### config.mk
export PLATFORM = sky130hd
export DESIGN_NAME = router_fsm_np_flat
export DESIGN_NICKNAME = d
export VERILOG_FILES = /design/src/rtl/router_fsm_np_if.sv /design/src/rtl/router_fsm_np.sv /design/src/flat_wrapper.sv
export SDC_FILE = /design/constraint.sdc
export NUM_CORES = 1
export LEC_CHECK = 0
export ABC_AREA = 1
export BUFFER_PORTS_ARGS = -buffer_cell sky130_fd_sc_hd__buf_4
export CORE_AREA = 10 10 47 49
export DETAILED_ROUTE_END_ITERATION = 8
export DIE_AREA = 0 0 57 59
export MAX_ROUTING_LAYER = met4
export PLACE_DENSITY = 0.8
export SYNTH_ARGS = -nofsm -noshare
export SYNTH_HDL_FRONTEND = slang
export SYNTH_SLANG_ARGS = --single-unit
### constraint.sdc
create_clock -name clock -period 2.9 [get_ports clock]
set_clock_uncertainty 0.05 [all_clocks]
set_input_delay 0.29 -clock clock [delete_from_list [all_inputs] [get_ports clock]]
set_output_delay 0.29 -clock clock [all_outputs]
set_load 0.005 [all_outputs]
### src/rtl/router_fsm_np_if.sv
// Source-side and control bundle of the 1xN router FSM.
// Carries drop_cnt and its CNT_W width only when ROUTER_FSM_STATS_EN is defined.
interface router_fsm_np_if #(
  parameter int NUM_PORTS = 3,
  parameter int ADDR_W    = 2
`ifdef ROUTER_FSM_STATS_EN
  , parameter int CNT_W   = 8
`endif
);
  logic                 pkt_valid;
  logic [ADDR_W-1:0]    data_in;
  logic [NUM_PORTS-1:0] fifo_empty;
  logic                 fifo_full;
  logic [NUM_PORTS-1:0] soft_reset;
  logic                 parity_done;
  logic                 low_pkt_valid;

  logic                 detect_add;
  logic                 lfd_state;
  logic                 ld_state;
  logic                 full_state;
  logic                 laf_state;
  logic                 rst_int_reg;
  logic                 write_enb_reg;
  logic                 busy;
  logic [NUM_PORTS-1:0] dest_sel;
  logic                 drop_pkt;
`ifdef ROUTER_FSM_STATS_EN
  logic [CNT_W-1:0]     drop_cnt;
`endif

  modport master (
    output pkt_valid, data_in, fifo_empty, fifo_full, soft_reset, parity_done, low_pkt_valid,
    input  detect_add, lfd_state, ld_state, full_state, laf_state, rst_int_reg,
           write_enb_reg, busy, dest_sel, drop_pkt
`ifdef ROUTER_FSM_STATS_EN
    , input drop_cnt
`endif
  );

  modport slave (
    input  pkt_valid, data_in, fifo_empty, fifo_full, soft_reset, parity_done, low_pkt_valid,
    output detect_add, lfd_state, ld_state, full_state, laf_state, rst_int_reg,
           write_enb_reg, busy, dest_sel, drop_pkt
`ifdef ROUTER_FSM_STATS_EN
    , output drop_cnt
`endif
  );
endinterface

### src/rtl/router_fsm_np.sv
// Control FSM for a 1xN packet router: header decode, load sequencing, full stalls, drops.
// Optional ROUTER_FSM_STATS_EN adds a saturating dropped-packet counter (drop_cnt).
module router_fsm_np #(
  parameter int NUM_PORTS    = 3,
  parameter int ADDR_W       = 2,
  parameter int WAIT_TIMEOUT = 0,
  parameter int TO_W         = 16
`ifdef ROUTER_FSM_STATS_EN
  , parameter int CNT_W      = 8
`endif
) (
  input  logic           clock,
  input  logic           resetn,
  router_fsm_np_if.slave bus
);

  typedef enum logic [3:0] {
    DECODE_ADDRESS     = 4'd0,
    LOAD_FIRST_DATA    = 4'd1,
    LOAD_DATA          = 4'd2,
    FIFO_FULL_STATE    = 4'd3,
    LOAD_AFTER_FULL    = 4'd4,
    LOAD_PARITY        = 4'd5,
    CHECK_PARITY_ERROR = 4'd6,
    WAIT_TILL_EMPTY    = 4'd7,
    DROP_PACKET        = 4'd8
  } state_t;

  localparam bit            TIMEOUT_EN = (WAIT_TIMEOUT != 0);
  localparam logic [TO_W-1:0] TO_LAST  = TO_W'((WAIT_TIMEOUT > 0) ? WAIT_TIMEOUT - 1 : 0);

  state_t               state_reg;
  state_t               state_next;
  logic [ADDR_W-1:0]    addr_q;
  logic [TO_W-1:0]      to_cnt;
  logic                 drop_first_reg;
  logic                 drop_entry;

  logic [NUM_PORTS-1:0] live_hit;
  logic [NUM_PORTS-1:0] held_hit;
  logic                 live_valid;
  logic                 live_empty;
  logic                 held_empty;
  logic                 held_srst;

  // Address decode by comparison, so out-of-range addresses never index past the port vectors.
  genvar gi;
  generate
    for (gi = 0; gi < NUM_PORTS; gi++) begin : g_port
      assign live_hit[gi] = (bus.data_in == ADDR_W'(gi));
      assign held_hit[gi] = (addr_q == ADDR_W'(gi));
    end
  endgenerate

  assign live_valid = |live_hit;
  assign live_empty = |(live_hit & bus.fifo_empty);
  assign held_empty = |(held_hit & bus.fifo_empty);
  assign held_srst  = |(held_hit & bus.soft_reset);

  always_comb begin
    state_next = state_reg;
    if (state_reg != DECODE_ADDRESS && held_srst) begin
      state_next = DECODE_ADDRESS;
    end else begin
      case (state_reg)
        DECODE_ADDRESS: begin
          if (bus.pkt_valid) begin
            if (!live_valid)     state_next = DROP_PACKET;
            else if (live_empty) state_next = LOAD_FIRST_DATA;
            else                 state_next = WAIT_TILL_EMPTY;
          end
        end
        LOAD_FIRST_DATA: state_next = LOAD_DATA;
        LOAD_DATA: begin
          if (bus.fifo_full)       state_next = FIFO_FULL_STATE;
          else if (!bus.pkt_valid) state_next = LOAD_PARITY;
        end
        FIFO_FULL_STATE: begin
          if (!bus.fifo_full) state_next = LOAD_AFTER_FULL;
        end
        LOAD_AFTER_FULL: begin
          if (bus.parity_done)        state_next = DECODE_ADDRESS;
          else if (bus.low_pkt_valid) state_next = LOAD_PARITY;
          else                        state_next = LOAD_DATA;
        end
        LOAD_PARITY: state_next = CHECK_PARITY_ERROR;
        CHECK_PARITY_ERROR: begin
          if (bus.fifo_full) state_next = FIFO_FULL_STATE;
          else               state_next = DECODE_ADDRESS;
        end
        WAIT_TILL_EMPTY: begin
          // Empty is tested first so it wins over a coincident timeout.
          if (held_empty)                             state_next = LOAD_FIRST_DATA;
          else if (TIMEOUT_EN && to_cnt == TO_LAST)   state_next = DROP_PACKET;
        end
        DROP_PACKET: begin
          if (!bus.pkt_valid) state_next = DECODE_ADDRESS;
        end
        default: state_next = DECODE_ADDRESS;
      endcase
    end
  end

  assign drop_entry = (state_next == DROP_PACKET) && (state_reg != DROP_PACKET);

  always_ff @(posedge clock or negedge resetn) begin
    if (!resetn) begin
      state_reg      <= DECODE_ADDRESS;
      addr_q         <= '0;
      to_cnt         <= '0;
      drop_first_reg <= 1'b0;
    end else begin
      state_reg      <= state_next;
      drop_first_reg <= drop_entry;
      if (state_reg == DECODE_ADDRESS && bus.pkt_valid)
        addr_q <= bus.data_in;
      // Held at zero outside the wait so every entry starts a fresh count.
      if (state_reg == WAIT_TILL_EMPTY) to_cnt <= to_cnt + TO_W'(1);
      else                              to_cnt <= '0;
    end
  end

  assign bus.detect_add    = (state_reg == DECODE_ADDRESS);
  assign bus.lfd_state     = (state_reg == LOAD_FIRST_DATA);
  assign bus.ld_state      = (state_reg == LOAD_DATA);
  assign bus.full_state    = (state_reg == FIFO_FULL_STATE);
  assign bus.laf_state     = (state_reg == LOAD_AFTER_FULL);
  assign bus.rst_int_reg   = (state_reg == CHECK_PARITY_ERROR);
  assign bus.write_enb_reg = (state_reg inside {LOAD_DATA, LOAD_AFTER_FULL, LOAD_PARITY});
  assign bus.busy          = !(state_reg inside {DECODE_ADDRESS, LOAD_DATA, DROP_PACKET});
  assign bus.drop_pkt      = drop_first_reg;
  assign bus.dest_sel      = (state_reg inside {LOAD_FIRST_DATA, LOAD_DATA, FIFO_FULL_STATE,
                                                LOAD_AFTER_FULL, LOAD_PARITY, CHECK_PARITY_ERROR})
                             ? held_hit : '0;

`ifdef ROUTER_FSM_STATS_EN
  logic [CNT_W-1:0] drop_cnt_reg;

  always_ff @(posedge clock or negedge resetn) begin
    if (!resetn)
      drop_cnt_reg <= '0;
    else if (drop_entry && drop_cnt_reg != {CNT_W{1'b1}})
      drop_cnt_reg <= drop_cnt_reg + CNT_W'(1);
  end

  assign bus.drop_cnt = drop_cnt_reg;
`endif

endmodule
### src/flat_wrapper.sv
// flat-port wrapper written by rule: the top's interface ports become plain ports
module router_fsm_np_flat 
#(
  parameter int NUM_PORTS    = 3,
  parameter int ADDR_W       = 2,
  parameter int WAIT_TIMEOUT = 0,
  parameter int TO_W         = 16

)
  (clock, resetn, bus_pkt_valid, bus_data_in, bus_fifo_empty, bus_fifo_full, bus_soft_reset, bus_parity_done, bus_low_pkt_valid, bus_detect_add, bus_lfd_state, bus_ld_state, bus_full_state, bus_laf_state, bus_rst_int_reg, bus_write_enb_reg, bus_busy, bus_dest_sel, bus_drop_pkt);
  router_fsm_np_if #(.NUM_PORTS(NUM_PORTS), .ADDR_W(ADDR_W)) bus_i ();
  input  logic clock;
  input  logic resetn;
  input wire logic [$bits(bus_i.pkt_valid)-1:0] bus_pkt_valid;
  input wire logic [$bits(bus_i.data_in)-1:0] bus_data_in;
  input wire logic [$bits(bus_i.fifo_empty)-1:0] bus_fifo_empty;
  input wire logic [$bits(bus_i.fifo_full)-1:0] bus_fifo_full;
  input wire logic [$bits(bus_i.soft_reset)-1:0] bus_soft_reset;
  input wire logic [$bits(bus_i.parity_done)-1:0] bus_parity_done;
  input wire logic [$bits(bus_i.low_pkt_valid)-1:0] bus_low_pkt_valid;
  output wire logic [$bits(bus_i.detect_add)-1:0] bus_detect_add;
  output wire logic [$bits(bus_i.lfd_state)-1:0] bus_lfd_state;
  output wire logic [$bits(bus_i.ld_state)-1:0] bus_ld_state;
  output wire logic [$bits(bus_i.full_state)-1:0] bus_full_state;
  output wire logic [$bits(bus_i.laf_state)-1:0] bus_laf_state;
  output wire logic [$bits(bus_i.rst_int_reg)-1:0] bus_rst_int_reg;
  output wire logic [$bits(bus_i.write_enb_reg)-1:0] bus_write_enb_reg;
  output wire logic [$bits(bus_i.busy)-1:0] bus_busy;
  output wire logic [$bits(bus_i.dest_sel)-1:0] bus_dest_sel;
  output wire logic [$bits(bus_i.drop_pkt)-1:0] bus_drop_pkt;
  assign bus_i.pkt_valid = bus_pkt_valid;
  assign bus_i.data_in = bus_data_in;
  assign bus_i.fifo_empty = bus_fifo_empty;
  assign bus_i.fifo_full = bus_fifo_full;
  assign bus_i.soft_reset = bus_soft_reset;
  assign bus_i.parity_done = bus_parity_done;
  assign bus_i.low_pkt_valid = bus_low_pkt_valid;
  assign bus_detect_add = bus_i.detect_add;
  assign bus_lfd_state = bus_i.lfd_state;
  assign bus_ld_state = bus_i.ld_state;
  assign bus_full_state = bus_i.full_state;
  assign bus_laf_state = bus_i.laf_state;
  assign bus_rst_int_reg = bus_i.rst_int_reg;
  assign bus_write_enb_reg = bus_i.write_enb_reg;
  assign bus_busy = bus_i.busy;
  assign bus_dest_sel = bus_i.dest_sel;
  assign bus_drop_pkt = bus_i.drop_pkt;
  router_fsm_np #(.NUM_PORTS(NUM_PORTS), .ADDR_W(ADDR_W), .WAIT_TIMEOUT(WAIT_TIMEOUT), .TO_W(TO_W)) u_core (.clock(clock), .resetn(resetn), .bus(bus_i));
endmodule
==> run metrics, run 1 <==
Synth Instances=113; Yosys cell types=16; Seq/Total Area, Yosys=0.271; WL final=1880 µm; max frequency=552 MHz; Seq cells post-synth=7; Crit. Startpoint=u_core.state_reg[1]; initial antenna violation count=0; synth cell count leaders=26 x nand2_1, 19 x inv_1, 18 x nor2_1, 16 x nand3_1, 7 x dfrtp_1; VDD IR-drop max=0.000452 V; worst-skew pair later-pin latency=0.24 ns; most common cell in the netlist=nand2_1; worst slew pin tran=0.280 ns; Syn Area/Cell=5.72 µm²; Max Root-Sink Buffers=2; Diodes inserted=0; Total GRT Usage=0.115; post-cts resize count=0; xor and xnor area share after synthesis=0; top cell type's share of synthesized area=0.271; Synth area leader=dfrtp_1; Die H=59 µm; Reg-to-Reg Start=u_core.state_reg[2]; CTS tree=done; final count of hold timing violations=0; slowest stage delay, CP=0.42 ns; Final Setup Violations=0; crit start category=register; Post-synth EDFFs=0; crit-path max FO=5; Synth Area in Simple Gates=0.493; CTS Root Cell=clkbuf_4; Buffers on Ports=25; vias per cell=4.97; portion of netlist area occupied by mux cells=0; synthesized area=647 µm²; ys async rst share=1.00; DRC Markers=0; Final period util=0.624; CP Cell Sequence=nor2_2 > inv_2 > nor2_1 > nor2_1 > o21ai_1 > nor3_1 > buf_4; drt wl/cell=11.8 µm; fin. max-slew vios=0; share of post-route cells with drive strength above 1=0.266; Worst EP required=2.56 ns; worst hold path type=in -> reg; # IOs=26; Final Wtd Congestion=0.949; vias in the first global route=764; DRT iter0 DRCs=33; Num CTS Buffers=3; largest cells by area after synthesis=dfrtp_1 27%, nand2_1 15%, nand3_1 12%; maxcap violations=0; fin nets=158; Post-DP HPWL=1620 µm; relative slew slack=0.811; area of the core=1400 µm²; Synth Area in Compound Gates=0.0967; Post-Synth Adder-Cell Area=0; CP endpoint kind=output pin; Slowest-stage cell, CP=dfrtp_1; status=completed; Setup TNS Final=0 ns; Pwr Density=879 nW/µm²; DRT Pass-1 Iters=4; P_leak=0.544 nW; DR vias=791; post-route cell area=891 µm²; max reg flops=4; Die Wd=57 µm; Worst Hold Launch=bus_data_in[1]; ys flop type=dfrtp_1; Initial Utilization=0.462; row cnt=14; most used cell, CP=nor2_1; post-route ant nets=0; CTS H-Tree Depth=1; WHS=0.265 ns; pin count of the biggest net entering global routing=8; combinational family with the most area after synthesis=simple AND/OR/NAND/NOR gates; crit path DAT=1.47 ns; Clock Sink Count=7; synthesized net count=127; final core occ=0.636; Cell Area, Placed=855 µm²; critical path class=reg -> out; Layout area overhead=37.7%; first-pass GRT wire length=3160 µm; die area=3360 µm²; Ys Warns=0; RSZ-0062 raised after global routing=no; CTS clk-pin slew, worst paths=0.05 ns; total grt overflow=0; Tmin final=1.81 ns
==> placed cells by master, fill, tap and decap left out, types with 4 or more instances in the layout <==
cell     instances
inv_1           19
nand2_1         26
nand3_1         16
dfrtp_1          7
inv_2            4
buf_4           25
nor2_1          18
o21ai_0          5
==> final timing paths <==
check | endpoint | slack [ns] | cells past startpoint
setup / recovery | bus_dest_sel[0] | 1.09 | 7
hold / removal | u_core.addr_q[1] | 0.26 | 3
setup reg to reg | u_core.state_reg[2] | 1.53 | 7
hold reg to reg | u_core.addr_q[1] | 0.69 | 2
max in group asynchronous | u_core.state_reg[0] | 2.34 | 2
min in group asynchronous | u_core.state_reg[2] | 0.35 | 2
==> what timing repair did <==
action	CTS	global route
buffers inserted	0	0
hold buffers	1	0
endpoints found under the hold margin	7	0
==> final cells by class <==
cell class,instances,area [µm²]
sequential,7,175
timing repair buffer,26,198
inverter,24,90.1
fill,155,510
tap,16,20.0
multi-input combinational,82,382
clock buffer,4,26.3
==> kinds of logic (layout without fill, tap and decap cells) <==
group	after synthesis	count (layout)
flops	7	7
buf+inv	24	54
compound gates	12	12
simple gates	70	70
==> power breakdown <==
group | switching, mW | internal, mW | total [mW]
clock | 0.0305 | 0.0521 | 0.0826
combinational | 0.294 | 0.217 | 0.510
sequential | 0.0552 | 0.135 | 0.190
==> critical path: cells and delay by family, from the launching register on <==
family,cells,cell delay [ns]
flops,1,0.42
simple gates,4,0.47
buf+inv,2,0.21
compound gates,1,0.14
==> metal layers <==
metal | part of all wire | wire [µm] | global-route usage
met1 | 0.45 | 848 | 0.136
met2 | 0.49 | 920 | 0.184
met5 | 0 | 0 | -
met3 | 0.050 | 94 | 0.0279
met4 | 0.010 | 19 | 0.0403
==> per-stage QoR <==
step / total power, mW / cells / setup slack [ns]
finish: 0.783 / 159 / 1.09
global route: 0.864 / 159 / 0.980
CTS: 0.789 / 159 / 1.09
detailed placement: 0.700 / 154 / 1.36
global placement: 0.692 / 154 / 1.38
floorplan: 0.486 / 113 / 1.56
Power figures use the tool's default switching activity.
==> run 2: changes to the inputs <==
Settings changed: CORE_AREA 10 10 47 49 to not set, CORE_MARGIN set to 10, CORE_UTILIZATION set to 42, DIE_AREA 0 0 57 59 to not set, PLACE_DENSITY 0.8 to 0.74.
Clock period 2.9 ns to 1.55 ns, I/O delays scaled along.
==> run 2 against run 1 <==
  * Non-clock buffer count increased by 6
  * Clock power grew 95%
  * Cell area rose by 9.1%
  * Power rose by 110%
  * Register-to-register slack got worse by 1.4 ns
  * Sequential share of layout area decreased by 1.1 points
  * Sequential power up 98%
==> run metrics, run 2 (synthesis gave the netlist of run 1 again) <==
status=completed; critical path class=reg -> out; Final period util=0.981; worst slew pin tran=0.269 ns; crit path DAT=1.31 ns; vias per cell=5.15; Crit path buffers/inverters=2; Die H=59.2 µm; CTS H-Tree Depth=1; vias in the first global route=805; crit-path max FO=4; VDD IR-drop max=0.000906 V; worst hold path type=in -> reg; Max Root-Sink Buffers=2; fin. max-slew vios=0; drt wl/cell=12.1 µm; Post-DP HPWL=1590 µm; initial antenna violation count=0; row cnt=14; Cell Area, Placed=855 µm²; DRT iter0 DRCs=49; post-route cell area=972 µm²; Final Setup Violations=0; pin count of the biggest net entering global routing=8; Layout area overhead=50.3%; Num CTS Buffers=3; # IOs=26; P_leak=0.574 nW; RSZ-0062 raised after global routing=yes; CP Cell Sequence=nor2_2 > nand2_2 > inv_1 > nor2_1 > buf_4; DR vias=850; Initial Utilization=0.434; worst-skew pair later-pin latency=0.25 ns; DRC Markers=0; CTS tree=done; Total GRT Usage=0.118; area of the core=1490 µm²; post-route ant nets=0; first-pass GRT wire length=3230 µm; die area=3510 µm²; Buffers on Ports=25; fin nets=164; Worst EP required=1.34 ns; Diodes inserted=0; DRT Pass-1 Iters=4; CP delay by family, top=flip-flops; Setup TNS Final=0 ns; max frequency=658 MHz; CTS Root Cell=clkbuf_4; CTS clk-pin slew, worst paths=0.05 ns; Pwr Density=1730 nW/µm²; Clock Sink Count=7; relative slew slack=0.819; total grt overflow=0; final count of hold timing violations=0; share of post-route cells with drive strength above 1=0.362; most frequent cells in the layout=31 x buf_4, 25 x nand2_1, 19 x inv_1, 16 x nor2_1, 16 x nand3_1; maxcap violations=0; WL final=2000 µm; Final Wtd Congestion=0.978; Die Wd=59.2 µm; max reg flops=4; slowest stage delay, CP=0.44 ns; Tmin final=1.52 ns; CP endpoint kind=output pin; Slowest-stage cell, CP=dfrtp_2; Fill cells=132; crit start category=register; commonest non-fill, non-tap cell in the layout=buf_4
-- run 2: cell count changes in the layout (fill, tap and decap cells not counted) --
cell and delta:
buf_4 +6, dfrtp_1 -4, dfrtp_2 +4, nor2_1 -2
nor2_4 +2, nor3_1 -2, nor3_2 +2, nand2_1 -1
nand2_2 +1, o21ai_1 -1, o21ai_2 +1
-- run 2: path summary, 6_finish.rpt --
check	startpoint	to	slack (ns)	cells past startpoint
min reg2reg	u_core.state_reg[2]	u_core.state_reg[3]	0.67	3
min	bus_data_in[1]	u_core.addr_q[1]	0.13	3
min in group asynchronous	resetn	u_core.state_reg[2]	0.21	2
max reg2reg	u_core.state_reg[3]	u_core.state_reg[1]	0.14	8
max	u_core.state_reg[0]	bus_busy	0.03	5
max in group asynchronous	resetn	u_core.state_reg[0]	1.11	2
-- run 2: metal layers --
layer,GRT usage,up-vias,share of wire
met2,0.181,47,0.47
met3,0.0386,5,0.093
met5,-,-,0
li1,-,427,-
met1,0.125,371,0.41
met4,0.0787,0,0.022
-- run 2: cell type report --
type	count	area, µm²	area share
clock buffer	4	26.3	0.0270
multi-input combinational	82	413	0.425
tap	16	20.0	0.0206
sequential	7	180	0.185
timing repair buffer	32	243	0.250
inverter	24	90.1	0.0927
-- run 2: metrics by stage --
stage / util / setup slack [ns] / hold slack [ns] / power (mW) / instances
after floorplan: - / 0.348 / -0.191 / 0.910 / 113
after global placement: 0.574 / 0.169 / -0.0822 / 1.30 / 154
after detailed placement: 0.574 / 0.139 / -0.0801 / 1.31 / 154
after CTS: 0.625 / -0.00436 / 0.120 / 1.58 / 163
after global routing: 0.653 / -0.0643 / 0.128 / 1.84 / 165
final: 0.653 / 0.0301 / 0.128 / 1.68 / 165
-- run 2: where the power goes --
| group | internal (mW) | total [mW] | switching, mW |
|---|---|---|---|
| logic | 0.525 | 1.14 | 0.619 |
| registers | 0.260 | 0.377 | 0.117 |
| clock network | 0.0980 | 0.161 | 0.0633 |
| total | 0.883 | 1.68 | 0.799 |
-- run 2: repair_timing --
action	4_1_cts	5_1_grt
setup endpoints to repair	4	7
resized for setup	4	8
setup buffers	4	2
pin swaps	2	1
hold buffers	1	0
endpoints found under the hold margin	7	0
-- run 2: tightest hold or removal path, cell delays in order --
cell     delay [ns]
buf_4          0.10
nand2_1        0.04
o21ai_0        0.08
==> run 3: changes to the inputs <==
Settings changed: CORE_UTILIZATION 42 to 44, CTS_BUF_LIST set to sky130_fd_sc_hd__clkbuf_8, GPL_ROUTABILITY_DRIVEN set to 0, PLACE_DENSITY 0.74 to 0.77, RECOVER_POWER set to 50.
==> run 3 against run 2 <==
  * Largest cell class unchanged
  * Via count shrank 1.1%
  * First-iteration DRC count shrank 47%
  * Final cell count shrank 1.2%
  * Fmax shrank 0.94%
  * Setup slack lost 0.014 ns
  * Worst hold slack gained 0.010 ns
  * Critical path depth grew 2
  * Sequential power grew 5.3%
  * Largest power group unchanged
  * Sequential share of layout area shrank 0.40 points
  * Power grew 7.7%
  * Clock power grew 53%
  * Register-to-register slack lost 0.02 ns
==> run metrics, run 3 (synthesis gave the netlist of run 1 again) <==
status=completed; crit start category=register; dpl cells=153; hold endpoint=u_core.addr_q[1]; Die Wd=58.3 µm; max layer used=met4; fin. max-slew vios=0; initial antenna violation count=0; Max Root-Sink Buffers=2; Tmin final=1.53 ns; post-route cell area=993 µm²; commonest non-fill, non-tap cell in the layout=buf_4; Diodes inserted=0; Reg2Reg Depth=8; worst hold path stage count=3; Worst EP required=1.34 ns; fin nets=163; first-pass GRT wire length=3530 µm; max reg flops=4; Clock Sink Count=7; r2r setup slk=0.12 ns; DR vias=841; fin cells=163; CTS Root Cell=clkbuf_8; Fill cells=115; most frequent cells in the layout=28 x buf_4, 26 x nand2_1, 20 x inv_1, 16 x nor2_1, 16 x nand3_1; # IOs=26; pin count of the biggest net entering global routing=8; CTS clk-pin slew, worst paths=0.04 ns; Metal-1 WL=917 µm; P_leak=0.580 nW; crit-path max FO=4; Total GRT Usage=0.125; crit path DAT=1.33 ns; area of the core=1350 µm²; WHS=0.139 ns; CTS H-Tree Depth=1; Detail Route met3 WL=149 µm; worst slew pin tran=0.386 ns; Layout area overhead=53.6%; max frequency=652 MHz; CP endpoint kind=output pin; drt wl/cell=13.5 µm; Cell Area, Placed=853 µm²; Pwr Density=1820 nW/µm²; DRT Pass-1 Iters=4; total grt overflow=0; Die H=58.3 µm; DRT iter0 DRCs=26; DRC Markers=0; final count of hold timing violations=0; die area=3400 µm²; Post-DP HPWL=1650 µm; Initial Utilization=0.479; met2 WL=1090 µm; worst reg2reg path endpoint=u_core.state_reg[1]; vias per cell=5.16; maxcap violations=0; Final period util=0.990; CTS tree=done; Final WS setup=0.0157 ns; VDD IR-drop max=0.00125 V; Reg-to-Reg Start=u_core.state_reg[0]; pre-CTS setup slack=0.0981 ns; vias in the first global route=822; post-route ant nets=0; worst hold path type=in -> reg; Buffers on Ports=25; Num CTS Buffers=3; row cnt=13; relative slew slack=0.742; final core occ=0.736; share of post-route cells with drive strength above 1=0.351; RSZ-0062 raised after global routing=yes; Worst Hold Launch=bus_data_in[1]; WL final=2200 µm; Final Setup Violations=0; worst-skew pair later-pin latency=0.22 ns; critical path class=reg -> out
==> run 3: report_power, final <==
part,internal [mW],switching (mW),total (mW)
Clock,0.171,0.0751,0.246
Sequential,0.260,0.137,0.397
Combinational,0.534,0.635,1.17
==> run 3: how the worst max path moves through the flow <==
stage                   startpoint         endpoint  slack, ns  depth (start not counted)
2_1_floorplan  u_core.state_reg[1]  bus_dest_sel[0]       0.35                          6
3_3_place_gp   u_core.state_reg[1]  bus_dest_sel[2]       0.15                          7
3_5_place_dp   u_core.state_reg[1]  bus_dest_sel[1]        0.1                          7
4_1_cts        u_core.state_reg[2]         bus_busy       0.02                          5
5_1_grt        u_core.state_reg[1]  bus_dest_sel[0]      -0.03                          7
6_report       u_core.state_reg[1]  bus_dest_sel[0]       0.02                          7
==> run 3: area by class of cell <==
| cell class | instances | area (µm²) | area share |
|---|---|---|---|
| Timing Repair Buffer | 31 | 231 | 0.233 |
| Tap cell | 15 | 18.8 | 0.0189 |
| Inverter | 24 | 90.1 | 0.0907 |
| Sequential cell | 7 | 180 | 0.181 |
| Clock inverter | 1 | 3.75 | 0.00378 |
| Multi-Input combinational cell | 82 | 428 | 0.431 |
| Clock buffer | 3 | 41.3 | 0.0416 |
==> run 3: stage by stage <==
| stage | power (mW) | setup TNS, ns |
|---|---|---|
| 3_5_place_dp | 1.30 | 0 |
| 5_1_grt | 1.96 | -0.109 |
| 4_1_cts | 1.61 | 0 |
| 3_3_place_gp | 1.28 | 0 |
| 6_report | 1.81 | 0 |
| 2_1_floorplan | 0.910 | 0 |
==> run 3: metal layers <==
layer	GRT usage	up-vias
met1	0.128	385
met3	0.0279	6
li1	-	422
met4	0.0436	0
met5	-	-
met2	0.226	28
==> run 3: worst max-delay path, cell delays in order, from the launching register on <==
cell and delay, ns:
dfrtp_2 0.44, nor2_4 0.14, inv_2 0.07, nor2_4 0.12, nor2_4 0.05, o21ai_4 0.08
nor3_2 0.07, buf_4 0.14
==> run 3: what timing repair did <==
action / 4_1_cts / 5_1_grt
pin swaps: 1 / 3
hold buffers: 1 / 0
resized for setup: 4 / 10
setup buffers: 1 / 4
setup endpoints to repair: 3 / 5
endpoints found under the hold margin: 7 / 0
